File: config.mk
export PLATFORM = sky130hd
export DESIGN_NAME = ctrl_em_seq
export DESIGN_NICKNAME = d
export VERILOG_FILES = /design/src/rtl/ctrl_em_seq.sv
export SDC_FILE = /design/constraint.sdc
export NUM_CORES = 1
export LEC_CHECK = 0
export CELL_PAD_IN_SITES_DETAIL_PLACEMENT = 0
export CELL_PAD_IN_SITES_GLOBAL_PLACEMENT = 1
export CORE_UTILIZATION = 36
export CTS_BUF_LIST = sky130_fd_sc_hd__clkbuf_2
export DETAILED_ROUTE_END_ITERATION = 16
export GPL_TIMING_DRIVEN = 0
export PLACE_DENSITY = 0.86
export SYNTH_ARGS = -nofsm -noshare
export SYNTH_HDL_FRONTEND = slang
export SYNTH_SLANG_ARGS = --single-unit
File: constraint.sdc
create_clock -name clk -period 4.7 [get_ports clk]
set_input_delay 0.94 -clock clk [delete_from_list [all_inputs] [get_ports clk]]
set_output_delay 0.94 -clock clk [all_outputs]
set_load 0.005 [all_outputs]
File: src/rtl/ctrl_em_seq.sv
// ctrl_em_seq: execute-to-memory control register with a multi-cycle FPU sequencer (falling-edge clocked).
// Define CTRL_EM_STALL_CNT_EN to add the StallCnt output (count of stalled cycles, wraps at 2^32).
module ctrl_em_seq #(
    parameter int unsigned MUL_LAT  = 3,
    parameter int unsigned DIV_LAT  = 12,
    parameter int unsigned SQRT_LAT = 16
) (
    input  logic        clk,
    input  logic        reset,
    input  logic        clear,
    input  logic        RegWriteE,
    input  logic        FRegWriteE,
    input  logic        MemWriteE,
    input  logic        ResultSrcE,
    input  logic [1:0]  JmpE,
    input  logic        FPUEnableE,
    input  logic [2:0]  Fun3E,
    input  logic [6:0]  Fun7E,
    input  logic [4:0]  RdE,
    output logic        RegWriteM,
    output logic        FRegWriteM,
    output logic        MemWriteM,
    output logic        ResultSrcM,
    output logic [1:0]  JmpM,
    output logic [2:0]  Fun3M,
    output logic [4:0]  RdM,
    output logic        StallE,
    output logic        FpuBusy
`ifdef CTRL_EM_STALL_CNT_EN
    ,
    output logic [31:0] StallCnt
`endif
);

    typedef enum logic {IDLE = 1'b0, BUSY = 1'b1} state_e;

    state_e     state_q;
    logic [5:0] cnt_q;
    logic       busy_q;
    logic       regw_q, fregw_q, memw_q, rsrc_q;
    logic [1:0] jmp_q;
    logic [2:0] fun3_q;
    logic [4:0] rd_q;

    logic [5:0] lat;
    logic       mc;
    logic       capture;

    always_comb begin
        case (Fun7E)
            7'b0001000: lat = 6'(MUL_LAT);
            7'b0001100: lat = 6'(DIV_LAT);
            7'b0101100: lat = 6'(SQRT_LAT);
            default:    lat = 6'd1;
        endcase
        mc = FPUEnableE && (lat > 6'd1);
        // E reaches M either as a plain op from IDLE or as the finishing op from BUSY
        capture = !clear && ((state_q == IDLE) ? !mc : (cnt_q == '0));
        StallE  = reset && !clear && ((state_q == IDLE) ? mc : (cnt_q != '0));
    end

    always_ff @(negedge clk or negedge reset) begin
        if (!reset) begin
            state_q <= IDLE;
            cnt_q   <= '0;
            busy_q  <= 1'b0;
            regw_q  <= 1'b0;
            fregw_q <= 1'b0;
            memw_q  <= 1'b0;
            rsrc_q  <= 1'b0;
            jmp_q   <= '0;
            fun3_q  <= '0;
            rd_q    <= '0;
        end else begin
            regw_q  <= capture && RegWriteE;
            fregw_q <= capture && FRegWriteE;
            memw_q  <= capture && MemWriteE;
            rsrc_q  <= capture && ResultSrcE;
            jmp_q   <= capture ? JmpE  : '0;
            fun3_q  <= capture ? Fun3E : '0;
            rd_q    <= capture ? RdE   : '0;
            case (state_q)
                IDLE: begin
                    if (!clear && mc) begin
                        state_q <= BUSY;
                        busy_q  <= 1'b1;
                        cnt_q   <= lat - 6'd2;
                    end
                end
                BUSY: begin
                    if (clear || cnt_q == '0) begin
                        state_q <= IDLE;
                        busy_q  <= 1'b0;
                        cnt_q   <= '0;
                    end else begin
                        cnt_q <= cnt_q - 6'd1;
                    end
                end
            endcase
        end
    end

`ifdef CTRL_EM_STALL_CNT_EN
    logic [31:0] stall_cnt_q;

    always_ff @(negedge clk or negedge reset) begin
        if (!reset) begin
            stall_cnt_q <= '0;
        end else if (StallE) begin
            stall_cnt_q <= stall_cnt_q + 32'd1;
        end
    end

    assign StallCnt = stall_cnt_q;
`endif

    assign RegWriteM  = regw_q;
    assign FRegWriteM = fregw_q;
    assign MemWriteM  = memw_q;
    assign ResultSrcM = rsrc_q;
    assign JmpM       = jmp_q;
    assign Fun3M      = fun3_q;
    assign RdM        = rd_q;
    assign FpuBusy    = busy_q;

endmodule
==> flow_summary.json, run 1 <==
{
  "status": "finished, violations left",
  "violations": "negative setup slack",
  "r2r-end": "cnt_q[3]",
  "skew_ns": 0.00874,
  "slowest_stage": "or4b_4",
  "fp.coreArea_mm2": 0.00276,
  "die_h_um": 56.0,
  "cts_sinks": 22,
  "maxSlewViolCount": 0,
  "path_buf_inv": 2,
  "insertion_delay_ns": 0.29,
  "syn_inst": 96,
  "clk_pin_slew_worst_paths_ns": 0.13,
  "min_to": "FpuBusy",
  "synth_top_area_share_pct": 52.5,
  "cp.depth": 7,
  "synth_area_mm2": 0.00105,
  "placed_cell_area_mm2": 0.00151,
  "end_kind": "output port",
  "place.gp.congestion": 0.872,
  "final_area_mm2": 0.00163,
  "crit_family": "simple AND/OR/NAND/NOR gates",
  "criticalPathCategory": "flip-flop to output port",
  "initial_utilization_pct": 38.0,
  "critPathLaunchType": "flip-flop",
  "layout-drive-gt1-share_pct": 28.4,
  "path_max_fanout": 2,
  "dieArea_mm2": 0.00313,
  "synth_area_per_cell_um2": 10.9,
  "ir_worst_vdd_mv": 0.242,
  "nNetsFinal": 178,
  "finalSetupTns_ns": -1.98,
  "setup_viol": 7,
  "synth_seq_cells": 22,
  "synth_edf_count": 0,
  "grt_max_degree": 24,
  "row_count": 19,
  "vias": 896,
  "r2r_setup_slack_ns": 2.55,
  "synth_top_area_cell": "dfrtn_1",
  "dp_hpwl_mm": 1.67,
  "rsz0062_at_grt": "yes",
  "holdPathStages": 2,
  "synth_flop_cell": "dfrtn_1",
  "io_pins": 41,
  "grt_pass1_vias": 984,
  "r2r_start": "cnt_q[0]",
  "cap_violations": 0,
  "async_flop_share_pct": 100,
  "reg2regPathDepth": 8,
  "syn_nets": 124,
  "fin_ws_ns": -0.498,
  "required_ns": 3.76,
  "grt_usage_pct": 16.8,
  "whs_ns": 0.514,
  "yosysSeqAreaShare_pct": 52.5,
  "wl_per_cell_um": 12.9,
  "numPortBuffers": 40,
  "cts-root-buf": "clkbuf_2",
  "synthTopCellsByArea": "dfrtn_1, and2_4, o21ai_0",
  "clock_path_buffers": 2,
  "cts_max_level": 1,
  "grt_pass1_wl_mm": 4.17,
  "p_leak_uw": 0.000732,
  "drtAntennaViolNets": 0,
  "hold_violations": 0,
  "overflow": 0,
  "via_per_inst": 5.01,
  "slew_headroom_pct": 37.2,
  "hold_class": "flip-flop to flip-flop",
  "ys_types": 29,
  "holdBufCountCts": 0,
  "cts_buffers": 3,
  "drc": 0,
  "hp-start": "FpuBusy",
  "routed_wl_mm": 2.31,
  "ys_warn_count": 0,
  "die_x_um": 56.0,
  "final_cells": 179,
  "antenna_found_initial": 0,
  "cp_cell_sequence": "inv_1 -> ha_2 -> or4b_4 -> o21ai_4 -> a21oi_2 -> and2_1 -> buf_2",
  "power_density_mw_per_mm2": 282,
  "cts_tree": "built",
  "drtIter0Drc": 22,
  "cpPeakStageDelay_ns": 0.49,
  "areaGrowthSynthToFinish_pct": 55.3,
  "dp.cells": 167,
  "worst_pin_slew_ns": 0.938,
  "fillers": 253,
  "num_antenna_cells": 0,
  "drt-pass1-iter-count": 3,
  "critPathArrivalTime_ns": 4.26
}
## layer usage
layer	vias to the layer above	global-route usage, %	share of wire [%]	routed length (µm)
met5	-	0	0	0
met4	0	5.23	1.1	26
met2	33	29.1	51	1180
li1	436	-	-	-
met1	424	18.8	38	882
met3	3	6.98	9.7	225
## through the flow
step / total power, µW / setup WS (ns) / utilization (%)
after floorplan: 298 / -0.379 / -
after global placement: 350 / -0.904 / 54.8
after detailed placement: 353 / -0.908 / 54.8
after CTS: 448 / -0.515 / 58.2
after global routing: 493 / -0.616 / 59.0
final: 459 / -0.498 / 59.0
## tightest hold or removal path, cell delays in order, from the launching register on
cell	delay, ns
dfrtn_1	0.46
inv_1	0.04
o21ai_0	0.13
## cells by family after synthesis
group / after synthesis / synth area share (%)
buffers and inverters: 6 / 2.86
adders and majority gates: 3 / 3.58
xor gates and xnor gates: 3 / 2.51
AOI/OAI and AO/OA: 20 / 11.5
and+or+nand+nor: 41 / 26.1
muxes: 1 / 0.955
DFF: 22 / 52.5
## layout make-up
type | instances | area (µm²) | share of cell area (%)
Timing Repair Buffer | 50 | 452 | 27.7
Tap cell | 31 | 38.8 | 2.38
Buffer | 1 | 11.3 | 0.692
Inverter | 4 | 15.0 | 0.922
Multi-Input combinational cell | 68 | 546 | 33.5
Clock buffer | 3 | 15.0 | 0.922
Sequential cell | 22 | 551 | 33.8
## Yosys cell counts, types with 3 or more instances
master / number
nor2_1: 5
o21ai_0: 9
xnor2_1: 3
and2_4: 8
o22ai_1: 3
nor2b_1: 3
dfrtn_1: 22
inv_1: 4
ha_1: 3
and2_1: 7
nand2_1: 5
o22a_1: 3
## worst max path at each step
stage / start / end / slack (ns)
global placement: Fun7E[1] / cnt_q[4] / -0.90
finish: cnt_q[0] / StallE / -0.50
detailed placement: Fun7E[1] / cnt_q[4] / -0.91
CTS: cnt_q[0] / StallE / -0.52
floorplan: Fun7E[1] / cnt_q[4] / -0.38
global route: cnt_q[0] / StallE / -0.62
## layout by cell type (no fill, tap or decap), types with 2 or more instances in the layout
cell | Yosys | routed
o22ai_1 | 3 | 3
buf_4 | 0 | 10
buf_6 | 1 | 2
and2_4 | 8 | 8
clkbuf_2 | 0 | 4
dlygate4sd2_1 | 0 | 4
or4b_4 | 1 | 2
nor3_1 | 2 | 2
o21ai_0 | 9 | 6
xnor2_1 | 3 | 2
o21ai_1 | 1 | 3
buf_2 | 0 | 3
nor2b_1 | 3 | 2
dfrtn_1 | 22 | 22
o22a_1 | 3 | 3
and2_1 | 7 | 7
inv_1 | 4 | 4
nor2_1 | 5 | 5
clkdlybuf4s50_1 | 0 | 31
nand2_1 | 5 | 4
## state kept, by name (all words and copies together), names as in the netlist
name        count
JmpM            2
MemWriteM       1
Fun3M           3
FpuBusy         1
ResultSrcM      1
RegWriteM       1
cnt_q           6
state_q         1
RdM             5
FRegWriteM      1
## power by group
| group | switching [µW] | total, µW | internal, µW |
|---|---|---|---|
| clock | 52.9 | 70.3 | 17.4 |
| combinational | 58.5 | 152 | 93.8 |
| sequential | 21.0 | 237 | 216 |
## timing repair
action | 4_1_cts | 5_1_grt
resized for setup | 31 | 2
endpoints found under the setup margin | 21 | 7
pin swaps | 12 | 3
setup buffers | 7 | 3
Note: power is estimated with default switching activity, not from simulation.
==> inputs of run 2 (changes only) <==
- CAP_MARGIN: unset -> 20
==> run 2 against run 1 <==
The run still ends with negative setup slack left; cell count rose by 0.56%; largest cell class unchanged; power rose by 0.40%; sequential share of layout area fell by 0.31 points; highest routed layer unchanged; design area rose by 0.92%; die area did not move; global-route usage did not move; clock-buffer cell count did not move; critical path type unchanged; sequential cell count did not move; wire length rose by 0.95%; via count rose by 0.22%; register-to-register slack barely moved; non-clock buffer count rose by 1.
==> flow_summary.json, run 2 (synthesized netlist as in run 1, its figures left out) <==
{
  "fillers": 252,
  "required_ns": 3.76,
  "r2r_setup_slack_ns": 2.54,
  "die_h_um": 56.0,
  "path_max_fanout": 2,
  "drc": 0,
  "p_total_uw": 461,
  "mostFrequentLayoutCells": "clkdlybuf4s50_1, dfrtn_1, buf_4",
  "hold_class": "flip-flop to flip-flop",
  "insertion_delay_ns": 0.29,
  "clock_path_buffers": 2,
  "largest_register": "cnt_q",
  "place.gp.congestion": 0.872,
  "criticalPathCategory": "flip-flop to output port",
  "dp_worst_setup_slack_ns": -0.908,
  "routed_wl_mm": 2.33,
  "grt_max_degree": 24,
  "holdBufCountCts": 0,
  "layout-drive-gt1-share_pct": 28.9,
  "drt-pass1-iter-count": 3,
  "clk_pin_slew_worst_paths_ns": 0.13,
  "ir_worst_vdd_mv": 0.242,
  "dieArea_mm2": 0.00313,
  "wl_met2_mm": 1.19,
  "drtIter0Drc": 13,
  "cts_sinks": 22,
  "setup_viol": 7,
  "top_layer": "met4",
  "reg2regPathDepth": 8,
  "cts_tree": "built",
  "cts_buffers": 3,
  "worst_pin_slew_ns": 0.683,
  "holdPathStages": 2,
  "drtAntennaViolNets": 0,
  "placed_cell_area_mm2": 0.00151,
  "r2r_start": "cnt_q[0]",
  "vias": 898,
  "initial_utilization_pct": 38.0,
  "final_area_mm2": 0.00164,
  "power_density_mw_per_mm2": 281,
  "wl_per_cell_um": 13.0,
  "end_kind": "output port",
  "skew_ns": 0.0102,
  "cts_max_level": 1,
  "nNetsFinal": 179,
  "maxSlewViolCount": 0,
  "seq_area_um2": 551,
  "row_count": 19,
  "fp.coreArea_mm2": 0.00276,
  "antenna_found_initial": 0,
  "p_leak_uw": 0.000739,
  "critPathLaunchType": "flip-flop",
  "hp-start": "FpuBusy",
  "cap_violations": 0,
  "grt_pass1_vias": 984,
  "final_common_cell": "clkdlybuf4s50_1",
  "status": "finished, violations left",
  "numPortBuffers": 40,
  "largest_reg_flops": 6,
  "grt_pass1_wl_mm": 4.17,
  "num_antenna_cells": 0,
  "cts-root-buf": "clkbuf_2",
  "r2r-end": "cnt_q[3]",
  "via_per_inst": 4.99,
  "grt_usage_pct": 16.8,
  "io_pins": 41,
  "critPathArrivalTime_ns": 4.24,
  "route.met3.wl_um": 224,
  "areaGrowthSynthToFinish_pct": 56.7,
  "fin_ws_ns": -0.476,
  "slew_headroom_pct": 54.0,
  "met1Wirelength_um": 891,
  "dp_hpwl_mm": 1.67,
  "die_x_um": 56.0,
  "min_to": "FpuBusy",
  "multi_input_area_um2": 546,
  "hold_violations": 0,
  "overflow": 0,
  "violations": "negative setup slack",
  "rsz0062_at_grt": "yes"
}
-- run 2: worst max-delay path by stage --
stage / slack (ns) / to / cells past startpoint / start
after floorplan: -0.38 / cnt_q[4] / 7 / Fun7E[1]
after global placement: -0.90 / cnt_q[4] / 8 / Fun7E[1]
after detailed placement: -0.91 / cnt_q[4] / 8 / Fun7E[1]
after CTS: -0.52 / StallE / 7 / cnt_q[0]
after global routing: -0.59 / StallE / 7 / cnt_q[0]
final: -0.48 / StallE / 7 / cnt_q[0]
-- run 2: metal layers --
layer | global-route usage (%) | vias up
met3 | 6.98 | 3
met4 | 5.23 | 0
li1 | - | 437
met1 | 18.8 | 425
met5 | 0 | -
met2 | 29.1 | 33
-- run 2: power by group --
| part | internal [µW] | switching (µW) |
|---|---|---|
| Sequential | 216 | 21.0 |
| Clock | 17.4 | 53.3 |
| Combinational | 95.0 | 58.8 |
-- run 2: stage by stage --
stage          std cells  util, %  setup TNS, ns  hold WS, ns
5_1_grt              180     59.6          -2.38        0.590
3_5_place_dp         167     54.8         -14.34        0.497
4_1_cts              176     58.2          -1.98        0.517
2_1_floorplan         96        -          -2.92        0.447
6_report             180     59.6          -1.97        0.514
3_3_place_gp         167     54.8         -14.13        0.476
-- run 2: layout make-up --
cell class,count,area share [%]
Clock buffer,3,0.914
Sequential cell,22,33.5
Multi-Input combinational cell,68,33.2
Timing Repair Buffer,51,28.4
Inverter,4,0.914
Buffer,1,0.685
Tap cell,31,2.36
-- run 2: worst max-delay path: stages, from the launching register on --
cell and delay, ns:
dfrtn_1 0.39, inv_1 0.06, ha_2 0.17, or4b_4 0.49
o21ai_4 0.16, a21oi_2 0.07, and2_1 0.15, buf_2 0.12
-- run 2: what timing repair did --
action | in CTS | in global routing
pin swaps | 12 | 4
setup endpoints to repair | 21 | 7
resized for setup | 31 | 2
setup buffers | 7 | 3
